**config.mk**
```make
export PLATFORM = sky130hd
export DESIGN_NAME = id_ex_stage
export DESIGN_NICKNAME = d
export VERILOG_FILES = /design/src/rtl/id_ex_stage_pkg.sv /design/src/rtl/id_ex_stage_load_use_detect.sv /design/src/rtl/id_ex_stage.sv
export SDC_FILE = /design/constraint.sdc
export NUM_CORES = 1
export LEC_CHECK = 0
export ABC_AREA = 1
export CORE_MARGIN = 10
export CORE_UTILIZATION = 42
export DETAILED_ROUTE_END_ITERATION = 7
export GPL_TIMING_DRIVEN = 0
export PLACE_DENSITY_LB_ADDON = 0.2
export SYNTH_ARGS = -nofsm -noshare
export SYNTH_HDL_FRONTEND = slang
export SYNTH_SLANG_ARGS = --single-unit
```
**constraint.sdc**
```tcl
create_clock -name Clock -period 11 [get_ports Clock]
set_input_delay 2.2 -clock Clock [delete_from_list [all_inputs] [get_ports Clock]]
set_output_delay 2.2 -clock Clock [all_outputs]
set_load 0.03 [all_outputs]
```
**src/rtl/id_ex_stage_pkg.sv**
```systemverilog
// Shared definitions for the ID/EX pipeline register: control-bundle bit
// positions, the NOP control word and instruction field slices.
package id_ex_stage_pkg;

    localparam int CTRL_W        = 10;
    localparam int CTRL_REGWRITE = 9;
    localparam int CTRL_MEMREAD  = 8;
    localparam int CTRL_MEMWRITE = 7;
    localparam int CTRL_MEMTOREG = 6;
    localparam int CTRL_ALUSRC   = 5;
    localparam int CTRL_REGDST   = 4;
    localparam int CTRL_ALUOP_HI = 3;
    localparam int CTRL_ALUOP_LO = 0;

    localparam logic [CTRL_W-1:0] CTRL_NOP = '0;

    localparam int REG_W  = 5;
    localparam int RS_HI  = 25;
    localparam int RS_LO  = 21;
    localparam int RT_HI  = 20;
    localparam int RT_LO  = 16;
    localparam int RD_HI  = 15;
    localparam int RD_LO  = 11;
    localparam int SH_HI  = 10;
    localparam int SH_LO  = 6;
    localparam int IMM_HI = 15;
    localparam int IMM_LO = 0;
    localparam int IMM_W  = 16;

    typedef logic [REG_W-1:0] reg_idx_t;

endpackage

```
**src/rtl/id_ex_stage_load_use_detect.sv**
```systemverilog
// Load-use hazard detector. Purely combinational so a later forwarding
// unit can reuse it. Both source fields of the ID instruction are compared
// regardless of format, which may stall unnecessarily but never misses.
module load_use_detect
    import id_ex_stage_pkg::*;
(
    input  logic     valid_ex,
    input  logic     mem_read_ex,
    input  reg_idx_t rt_ex,
    input  logic     valid_id,
    input  reg_idx_t rs_id,
    input  reg_idx_t rt_id,
    output logic     stall
);

    // A load in EX whose destination (non-zero) is read by the ID instruction.
    assign stall = valid_ex & mem_read_ex & (rt_ex != '0) & valid_id &
                   ((rt_ex == rs_id) | (rt_ex == rt_id));

endmodule

```
**src/rtl/id_ex_stage.sv**
```systemverilog
// ID/EX pipeline register with load-use bubble insertion, branch flush,
// downstream hold and a saturating bubble counter.
// Optional macro WB_BYPASS_EN: steer the write-back result into the rs/rt
// operand registers when WB targets the register being read.
module id_ex_stage
    import id_ex_stage_pkg::*;
#(
    parameter int DATA_W = 32,
    parameter int CNT_W  = 16
) (
    input  logic              Clock,
    input  logic              Reset,
    input  logic [31:0]       InstrIn,
    input  logic [DATA_W-1:0] PcPlus4In,
    input  logic              ValidIn,
    input  logic [DATA_W-1:0] RsDataIn,
    input  logic [DATA_W-1:0] RtDataIn,
    input  logic [CTRL_W-1:0] CtrlIn,
    input  logic              Flush,
    input  logic              ExtStall,
    input  logic              WbRegWrite,
    input  logic [4:0]        WbRd,
    input  logic [DATA_W-1:0] WbData,
    output logic              HazardStall,
    output logic              ValidOut,
    output logic [CTRL_W-1:0] CtrlOut,
    output logic [DATA_W-1:0] PcPlus4Out,
    output logic [DATA_W-1:0] RsDataOut,
    output logic [DATA_W-1:0] RtDataOut,
    output logic [DATA_W-1:0] ImmOut,
    output logic [4:0]        RsOut,
    output logic [4:0]        RtOut,
    output logic [4:0]        RdOut,
    output logic [4:0]        ShamtOut,
    output logic [CNT_W-1:0]  BubbleCount
);

    logic [DATA_W-1:0] rs_sel;
    logic [DATA_W-1:0] rt_sel;
    logic [DATA_W-1:0] imm_ext;
    reg_idx_t          rs_field;
    reg_idx_t          rt_field;

    assign rs_field = InstrIn[RS_HI:RS_LO];
    assign rt_field = InstrIn[RT_HI:RT_LO];
    assign imm_ext  = {{(DATA_W-IMM_W){InstrIn[IMM_HI]}}, InstrIn[IMM_HI:IMM_LO]};

    // Opcode is consumed by the decoder upstream, not here.
    wire unused_opcode = &{1'b0, InstrIn[31:26]};

`ifdef WB_BYPASS_EN
    // Prefer the write-back value when WB writes the register being read.
    always_comb begin
        rs_sel = RsDataIn;
        rt_sel = RtDataIn;
        if (WbRegWrite && (WbRd != '0) && (WbRd == rs_field))
            rs_sel = WbData;
        if (WbRegWrite && (WbRd != '0) && (WbRd == rt_field))
            rt_sel = WbData;
    end
`else
    // Register file writes on negedge, so its read data is already current.
    assign rs_sel = RsDataIn;
    assign rt_sel = RtDataIn;
    wire unused_wb = &{1'b0, WbRegWrite, WbRd, WbData};
`endif

    load_use_detect u_load_use_detect (
        .valid_ex    (ValidOut),
        .mem_read_ex (CtrlOut[CTRL_MEMREAD]),
        .rt_ex       (RtOut),
        .valid_id    (ValidIn),
        .rs_id       (rs_field),
        .rt_id       (rt_field),
        .stall       (HazardStall)
    );

    // Pipeline register: hold > flush > load-use bubble > normal load.
    always_ff @(posedge Clock or posedge Reset) begin
        if (Reset) begin
            ValidOut    <= 1'b0;
            CtrlOut     <= CTRL_NOP;
            PcPlus4Out  <= '0;
            RsDataOut   <= '0;
            RtDataOut   <= '0;
            ImmOut      <= '0;
            RsOut       <= '0;
            RtOut       <= '0;
            RdOut       <= '0;
            ShamtOut    <= '0;
            BubbleCount <= '0;
        end else if (ExtStall) begin
            // Everything holds; a pending Flush is re-presented once the hold drops.
        end else if (Flush || HazardStall) begin
            ValidOut   <= 1'b0;
            CtrlOut    <= CTRL_NOP;
            PcPlus4Out <= '0;
            RsDataOut  <= '0;
            RtDataOut  <= '0;
            ImmOut     <= '0;
            RsOut      <= '0;
            RtOut      <= '0;
            RdOut      <= '0;
            ShamtOut   <= '0;
            // Only hazard bubbles are counted; flushes are branch cost, not stalls.
            if (!Flush && (BubbleCount != '1))
                BubbleCount <= BubbleCount + CNT_W'(1);
        end else begin
            ValidOut   <= ValidIn;
            CtrlOut    <= ValidIn ? CtrlIn : CTRL_NOP;
            PcPlus4Out <= PcPlus4In;
            RsDataOut  <= rs_sel;
            RtDataOut  <= rt_sel;
            ImmOut     <= imm_ext;
            RsOut      <= rs_field;
            RtOut      <= rt_field;
            RdOut      <= InstrIn[RD_HI:RD_LO];
            ShamtOut   <= InstrIn[SH_HI:SH_LO];
        end
    end

endmodule
```
==> results of run 1 <==
==> area by class of cell <==
cell class              instances  area [sq um]  share of cell area [%]
flip-flops and latches        149          3730                    35.7
repair buffers                312          3140                    30.1
multi-input cells             551          2250                    21.5
clock buffers                  23           458                    4.38
plain buffers                  64           373                    3.57
well taps                     188           235                    2.25
clock inverters                 8           150                    1.44
inverters                      28           110                    1.05
==> registers in the layout, indices dropped and copies added, names as in the netlist <==
| signal | cells |
|---|---|
| PcPlus4Out | 32 |
| RsDataOut | 32 |
| RtDataOut | 32 |
| BubbleCount | 16 |
| ImmOut | 16 |
| CtrlOut | 10 |
| RsOut | 5 |
| RtOut | 5 |
| ValidOut | 1 |
==> metal layers <==
metal | routed length (microns) | vias up
met5 | 0 | -
met4 | 437 | 0
met3 | 2040 | 18
met2 | 11300 | 206
met1 | 8790 | 2823
li1 | - | 3045
==> worst min-delay path: cells and delay by family (launching register included) <==
kind	cells	cell delay, ps
flip-flops	1	340
AND/OR/NAND/NOR	2	100
==> logic make-up after synthesis <==
logic type	count (synthesis)	share of synthesized area, %
AO/OA/AOI/OAI	6	0.562
buffers and inverters	92	7.40
XOR/XNOR	12	1.63
flip-flops	149	57.8
adder cells (fa/ha/maj)	1	0.194
AND/OR/NAND/NOR	532	32.5
==> where the power goes <==
part	internal (W)	total (W)	leakage, nW	switching, W
Sequential	0.000591	0.000622	1.96	0.0000310
Clock	0.000385	0.000604	0.291	0.000219
Combinational	0.000164	0.000372	2.98	0.000208
==> stage by stage <==
stage               cell area (sq um)  utilization, %  instances  hold WS [ps]  power, W
finish                          10400            69.0       1323           473   0.00160
floorplan                        6460               -        792           472  0.000816
global route                    10400            69.0       1323           485   0.00166
CTS                             10400            69.0       1323           480   0.00162
global placement                 9800            64.7       1291           460   0.00100
detailed placement               9840            64.9       1292           464   0.00101
==> cells in the final DEF (no fill, tap or decap), drive strengths merged <==
cell / synthesis / final
xnor2: 5 / 5
o22ai: 5 / 5
ha: 1 / 1
nand2: 469 / 469
bufinv: 0 / 4
dfrtp: 149 / 149
clkbuf: 21 / 44
clkinvlp: 0 / 1
nor3: 2 / 2
nand3: 11 / 11
nor2: 29 / 29
a21oi: 1 / 1
nand3b: 1 / 1
nand4: 20 / 20
clkdlybuf4s50: 0 / 311
clkinv: 0 / 3
inv: 28 / 28
buf: 43 / 44
xor2: 7 / 7
==> final timing paths <==
check                                                 from                         end  depth (start not counted)
worst max register to register  BubbleCount[0]$_DFFE_PP0P_  BubbleCount[0]$_DFFE_PP0P_                          8
worst min register to register   RsDataOut[22]$_DFFE_PP0N_   RsDataOut[22]$_DFFE_PP0N_                          2
min in group asynchronous                            Reset    RtDataOut[4]$_DFFE_PP0N_                          2
worst min-delay path             RsDataOut[22]$_DFFE_PP0N_   RsDataOut[22]$_DFFE_PP0N_                          2
max in group asynchronous                            Reset        RtOut[0]$_DFFE_PP0N_                          3
worst max-delay path                           InstrIn[25]                 HazardStall                         10
==> qor.tcl, run 1 <==
set qor(status) {finished, final reports clean}
set qor(arrival_ps) 4030
set qor(drt_pass1_iterations) 4
set qor(yosys_most_used_dff) {sky130_fd_sc_hd__dfrtp_1}
set qor(dp_hpwl_microns) 17400
set qor(static-leakage-power_nw) 5.23
set qor(setup_viol) 0
set qor(cp_num_buf_inv) 4
set qor(postSynthCellCount) 792
set qor(post_synthesis_instance_area_sq_um) 6460
set qor(cpPeakStageDelay_ps) 670
set qor(global_route.usage.met2_pct) 35.5
set qor(clk-insertion-delay-late_ps) 410
set qor(cellPowerDensity_nw_per_um2) 153
set qor(worst-setup-path-type) {in -> out}
set qor(die_height_microns) 144
set qor(synth_largest_type_area_fraction_pct) 57.8
set qor(largest_net_degree_at_the_start_of_global_routing) 93
set qor(grt_pass1_vias) 5985
set qor(tritoncts.num_buffers) 17
set qor(synth_top_cells_by_area) {sky130_fd_sc_hd__dfrtp_1, sky130_fd_sc_hd__nand2_1, sky130_fd_sc_hd__buf_4, sky130_fd_sc_hd__nand4_1, sky130_fd_sc_hd__inv_1}
set qor(core_area_sq_um) 15100
set qor(route.detailed.wl_per_inst_microns) 17.0
set qor(crit_path_cell_trace) {clkdlybuf4s50_1, inv_1, nand2_1, nand2_1, nor2_1, nand3_1, nand2_1, nand2_1, inv_1, clkdlybuf4s50_1}
set qor(count_of_max_cap_constraint_violations) 0
set qor(start_kind) {input pin}
set qor(final_layout_size_suffix_gt1_share_pct) 6.52
set qor(grt_use_met1_pct) 24.7
set qor(cts_tree) {built}
set qor(port_buffers) 311
set qor(netlist_top_cells_count) {sky130_fd_sc_hd__nand2_1, sky130_fd_sc_hd__dfrtp_1, sky130_fd_sc_hd__buf_4, sky130_fd_sc_hd__inv_1, sky130_fd_sc_hd__nor2_1}
set qor(final_antenna_net_count) 0
set qor(mappedNetlistNets) 974
set qor(min_period_over_period_pct) 56.7
set qor(postCtsSetupBuffers) 0
set qor(worstSetupEndpointType) {output pin}
set qor(finalSetupTns_ps) 0
set qor(num_antenna_cells) 0
set qor(gr-usage-met3_pct) 7.45
set qor(max_slew_margin_pct) 43.8
set qor(critical_path.most_common_cell) {sky130_fd_sc_hd__nand2_1}
set qor(reg2reg_slack_ps) 8930
set qor(max_clock_freq_ghz) 0.160
set qor(io_pins) 357
set qor(clock_tree.root_cell) {sky130_fd_sc_hd__clkbuf_16}
set qor(synth_async_sr_flop_share_pct) 100
set qor(crit_path_top_delay_cell) {sky130_fd_sc_hd__clkdlybuf4s50_1}
set qor(pre_cts_ws_ps) 4750
set qor(final.setup_skew_ps) 7.61
set qor(tightest_slew_ps) 843
set qor(grt.busiest_layer) {met2}
set qor(grt_antenna_before_repair) 0
set qor(cts_repair_resize_count) 0
set qor(drt-total-wl_microns) 22600
set qor(std_cell_rows) 45
set qor(crit_required_ps) 8800
set qor(global_route.overflow_total) 0
set qor(cts_num_sinks) 149
set qor(postSynthRegisterBits) 149
set qor(drt_via_density) 4.60
set qor(yosysSeqAreaShare_pct) 57.8
set qor(die-area_sq_um) 20700
set qor(globalplace.congestion) 0.813
set qor(finalWorstSetupSlack_ps) 4770
set qor(final_hold_viol_count) 0
set qor(post_cts_hold_buffer_count) 0
set qor(critPathMaxFanout) 3
set qor(synth.distinct_cells) 20
set qor(grt_first_pass_wirelength_microns) 34100
set qor(synthMostInstantiatedCell) {sky130_fd_sc_hd__nand2_1}
set qor(cts_max_level) 4
set qor(number_of_design_rule_violations_left_after_detail_routing) 0
set qor(die_width_microns) 144
set qor(drt_first_iter_violations) 342
set qor(floorplan.initialDensity_pct) 42.6
set qor(irDropWorstVdd_uv) 88.5
set qor(final-max-slew-violation-count) 0
set qor(synth-warning-count) 0
set qor(cp_top_family) {buffers and inverters}
set qor(count_of_flip_flops_with_a_built_in_enable_after_synthesis) 0
set qor(grt_setup_unrepaired) {false}
set qor(post_synth.cell_area_avg_sq_um) 8.15
set qor(layout-area-overhead-vs-synth_pct) 61.8
set qor(worst_setup_hold_path_clk_slew_ps) 50
set qor(holdCritPathClass) {reg -> reg}
set qor(fillCellCount) 1276
set qor(total_number_of_nets_in_the_final_design) 1305
set qor(min_period_ps) 6230
set qor(via_count) 6092
set qor(largest_area_contributor_in_the_netlist) {sky130_fd_sc_hd__dfrtp_1}
set qor(clock_tree.buffer_depth) 2
set qor(grt_use_total_pct) 21.2
Power figures use the tool's default switching activity.
==> inputs of run 2 (changes only) <==
Settings changed: CORE_UTILIZATION 42 to 39.
Clock period 11 ns to 6.4 ns, I/O delays scaled along.
==> qor.tcl, run 2 (synthesized netlist as in run 1, its figures left out) <==
set qor(critPathMaxFanout) 3 ;# unchanged
set qor(dp_hpwl_microns) 17400 ;# about the same
set qor(core_area_sq_um) 16100 ;# +6.0%
set qor(die-area_sq_um) 22100 ;# +6.6%
set qor(cts_max_level) 4 ;# unchanged
set qor(port_buffers) 311 ;# unchanged
set qor(p_seq_share_pct) 38.3 ;# -0.6 points
set qor(tritoncts.num_buffers) 17 ;# unchanged
set qor(p_sw_share_pct) 28.3 ;# -0.34 points
set qor(grt_use_total_pct) 19.9 ;# -1.3 points
set qor(cellPowerDensity_nw_per_um2) 265 ;# +73%
set qor(layout-area-overhead-vs-synth_pct) 62.8
set qor(cts_num_sinks) 149 ;# unchanged
set qor(layout_top_registers) {PcPlus4Out (32), RsDataOut (32), RtDataOut (32)}
set qor(cellInternalPower_w) 0.00200 ;# +75%
set qor(clk-insertion-delay-late_ps) 420 ;# about the same
set qor(final_layout_size_suffix_gt1_share_pct) 6.87 ;# +0.35 points
set qor(drt-total-wl_microns) 22600 ;# about the same
set qor(floorplan.initialDensity_pct) 40.2 ;# -2.4 points
set qor(num_antenna_cells) 0 ;# unchanged
set qor(layout_common_cells) {sky130_fd_sc_hd__nand2_1, sky130_fd_sc_hd__clkdlybuf4s50_1, sky130_fd_sc_hd__dfrtp_1}
set qor(status) {finished, final reports clean}
set qor(post_cts_hold_buffer_count) 0 ;# unchanged
set qor(grt_pass1_vias) 6155 ;# +2.8%
set qor(pwr-share-clk_pct) 38.8 ;# +1.0 points
set qor(whs_ps) 476 ;# +2.88 ps
set qor(cts_tree) {built}
set qor(post_layout_nonfiller_instances) 1351 ;# +2.1%
set qor(drt_first_iter_violations) 291 ;# -15%
set qor(final_antenna_net_count) 0 ;# unchanged
set qor(min_period_ps) 4340
set qor(grt_antenna_before_repair) 0 ;# unchanged
set qor(worstSetupEndpointType) {output pin}
set qor(io_pins) 357 ;# unchanged
set qor(netSwitchingPower_w) 0.000790 ;# +72%
set qor(std_cell_rows) 46 ;# +2.2%
set qor(worst-setup-path-type) {in -> out}
set qor(irDropWorstVdd_uv) 177 ;# +100%
set qor(die_width_microns) 149 ;# +3.3%
set qor(finalWorstSetupSlack_ps) 2060 ;# -2700 ps
set qor(max_slew_margin_pct) 62.3 ;# +18 points
set qor(tightest_slew_ps) 566 ;# -276 ps
set qor(clock_tree.buffer_depth) 2 ;# unchanged
set qor(final_hold_viol_count) 0 ;# unchanged
set qor(min_period_over_period_pct) 67.8
set qor(via_count) 6104 ;# +0.20%
set qor(route.detailed.wl_per_inst_microns) 16.7 ;# -2.0%
set qor(pre_cts_ws_ps) 2020 ;# -2730 ps
set qor(grt_setup_unrepaired) {false}
set qor(p_comb_share_pct) 22.9 ;# -0.4 points
set qor(worst_setup_hold_path_clk_slew_ps) 60 ;# about the same
set qor(postCtsSetupBuffers) 0 ;# unchanged
set qor(layout_commonest_cell) {sky130_fd_sc_hd__nand2_1}
set qor(final-max-slew-violation-count) 0 ;# unchanged
set qor(crit_required_ps) 5120 ;# -3680 ps
set qor(static-leakage-power_nw) 5.25 ;# +0.54%
set qor(global_route.overflow_total) 0 ;# unchanged
set qor(cts_repair_resize_count) 0 ;# unchanged
set qor(die_height_microns) 149 ;# +3.3%
set qor(grt_first_pass_wirelength_microns) 34600 ;# +1.4%
set qor(total_number_of_nets_in_the_final_design) 1305 ;# unchanged
set qor(globalplace.congestion) 0.843 ;# +3.7%
set qor(drt_via_density) 4.52 ;# -1.9%
set qor(count_of_max_cap_constraint_violations) 0 ;# unchanged
set qor(arrival_ps) 3060 ;# -970 ps
set qor(start_kind) {input pin}
set qor(drt_pass1_iterations) 5 ;# +1
set qor(clock_tree.root_cell) {sky130_fd_sc_hd__clkbuf_16}
set qor(fillCellCount) 1350 ;# +5.8%
set qor(largest_net_degree_at_the_start_of_global_routing) 98 ;# +5.4%
set qor(holdCritPathClass) {reg -> reg}
set qor(placed_cells) 1320 ;# +2.2%
set qor(setup_viol) 0 ;# unchanged
set qor(max_clock_freq_ghz) 0.231
set qor(final.setup_skew_ps) 10.8 ;# +3.22 ps
set qor(number_of_design_rule_violations_left_after_detail_routing) 0 ;# unchanged
[run 2: cell count changes in the layout (fill, tap and decap cells not counted)]
cell / delta
sky130_fd_sc_hd__clkbuf_1: -4
sky130_fd_sc_hd__clkbuf_8: +4
sky130_fd_sc_hd__clkinv_2: +2
sky130_fd_sc_hd__clkinv_4: -2
sky130_fd_sc_hd__clkinvlp_4: -1
sky130_fd_sc_hd__inv_6: +1
[run 2: cell type report]
class                      count  area (sq um)  share of cell area [%]
sequential                   149          3730                    35.5
timing repair buffer         312          3140                    29.9
multi-input combinational    551          2250                    21.4
clock buffer                  23           498                    4.74
buffer                        64           373                    3.55
tap                          216           270                    2.57
clock inverter                 8           144                    1.37
inverter                      28           110                    1.05
[run 2: per-layer routing]
layer | up-vias | track usage (%) | wire length [microns]
met5 | - | 0 | 0
met4 | 0 | 7.48 | 535
met3 | 27 | 7.43 | 2190
met2 | 214 | 33.2 | 10900
met1 | 2814 | 22.7 | 8900
li1 | 3049 | - | -
[run 2: metrics by stage]
step	power (W)	setup TNS, ps	area (sq um)	util, %
3_3_place_gp	0.00172	-172520	9840	61.3
4_1_cts	0.00282	0	10500	65.5
3_5_place_dp	0.00173	0	9870	61.5
2_1_floorplan	0.00140	0	6460	-
6_report	0.00279	0	10500	65.5
5_1_grt	0.00290	0	10500	65.5
[run 2: power groups by stage]
stage	clock network [W]	logic, W	registers (W)
3_3_place_gp	0	0.000637	0.00108
5_1_grt	0.00114	0.000682	0.00108
4_1_cts	0.00110	0.000648	0.00107
3_5_place_dp	0	0.000646	0.00108
6_report	0.00108	0.000639	0.00107
2_1_floorplan	0	0.000176	0.00123
[run 2: final timing paths]
kind                                                  from                         end  slack (ps)  cells after the start
worst min register to register    RsDataOut[7]$_DFFE_PP0N_    RsDataOut[7]$_DFFE_PP0N_         480                      2
worst max-delay path                           InstrIn[25]                 HazardStall        2060                     10
worst min-delay path              RsDataOut[7]$_DFFE_PP0N_    RsDataOut[7]$_DFFE_PP0N_         480                      2
min in group asynchronous                            Reset       ImmOut[1]$_DFFE_PP0N_        1290                      2
worst max register to register  BubbleCount[0]$_DFFE_PP0P_  BubbleCount[6]$_DFFE_PP0P_        4300                      7
max in group asynchronous                            Reset   PcPlus4Out[5]$_DFFE_PP0N_        4280                      3
[run 2: critical path, cell delays in order]
cell                              delay [ps]
sky130_fd_sc_hd__clkdlybuf4s50_1         530
sky130_fd_sc_hd__inv_1                    50
sky130_fd_sc_hd__nand2_1                  50
sky130_fd_sc_hd__nand2_1                  50
sky130_fd_sc_hd__nor2_1                  100
sky130_fd_sc_hd__nand3_1                  80
sky130_fd_sc_hd__nand2_1                  70
sky130_fd_sc_hd__nand2_1                  90
sky130_fd_sc_hd__inv_1                    80
sky130_fd_sc_hd__clkdlybuf4s50_1         670
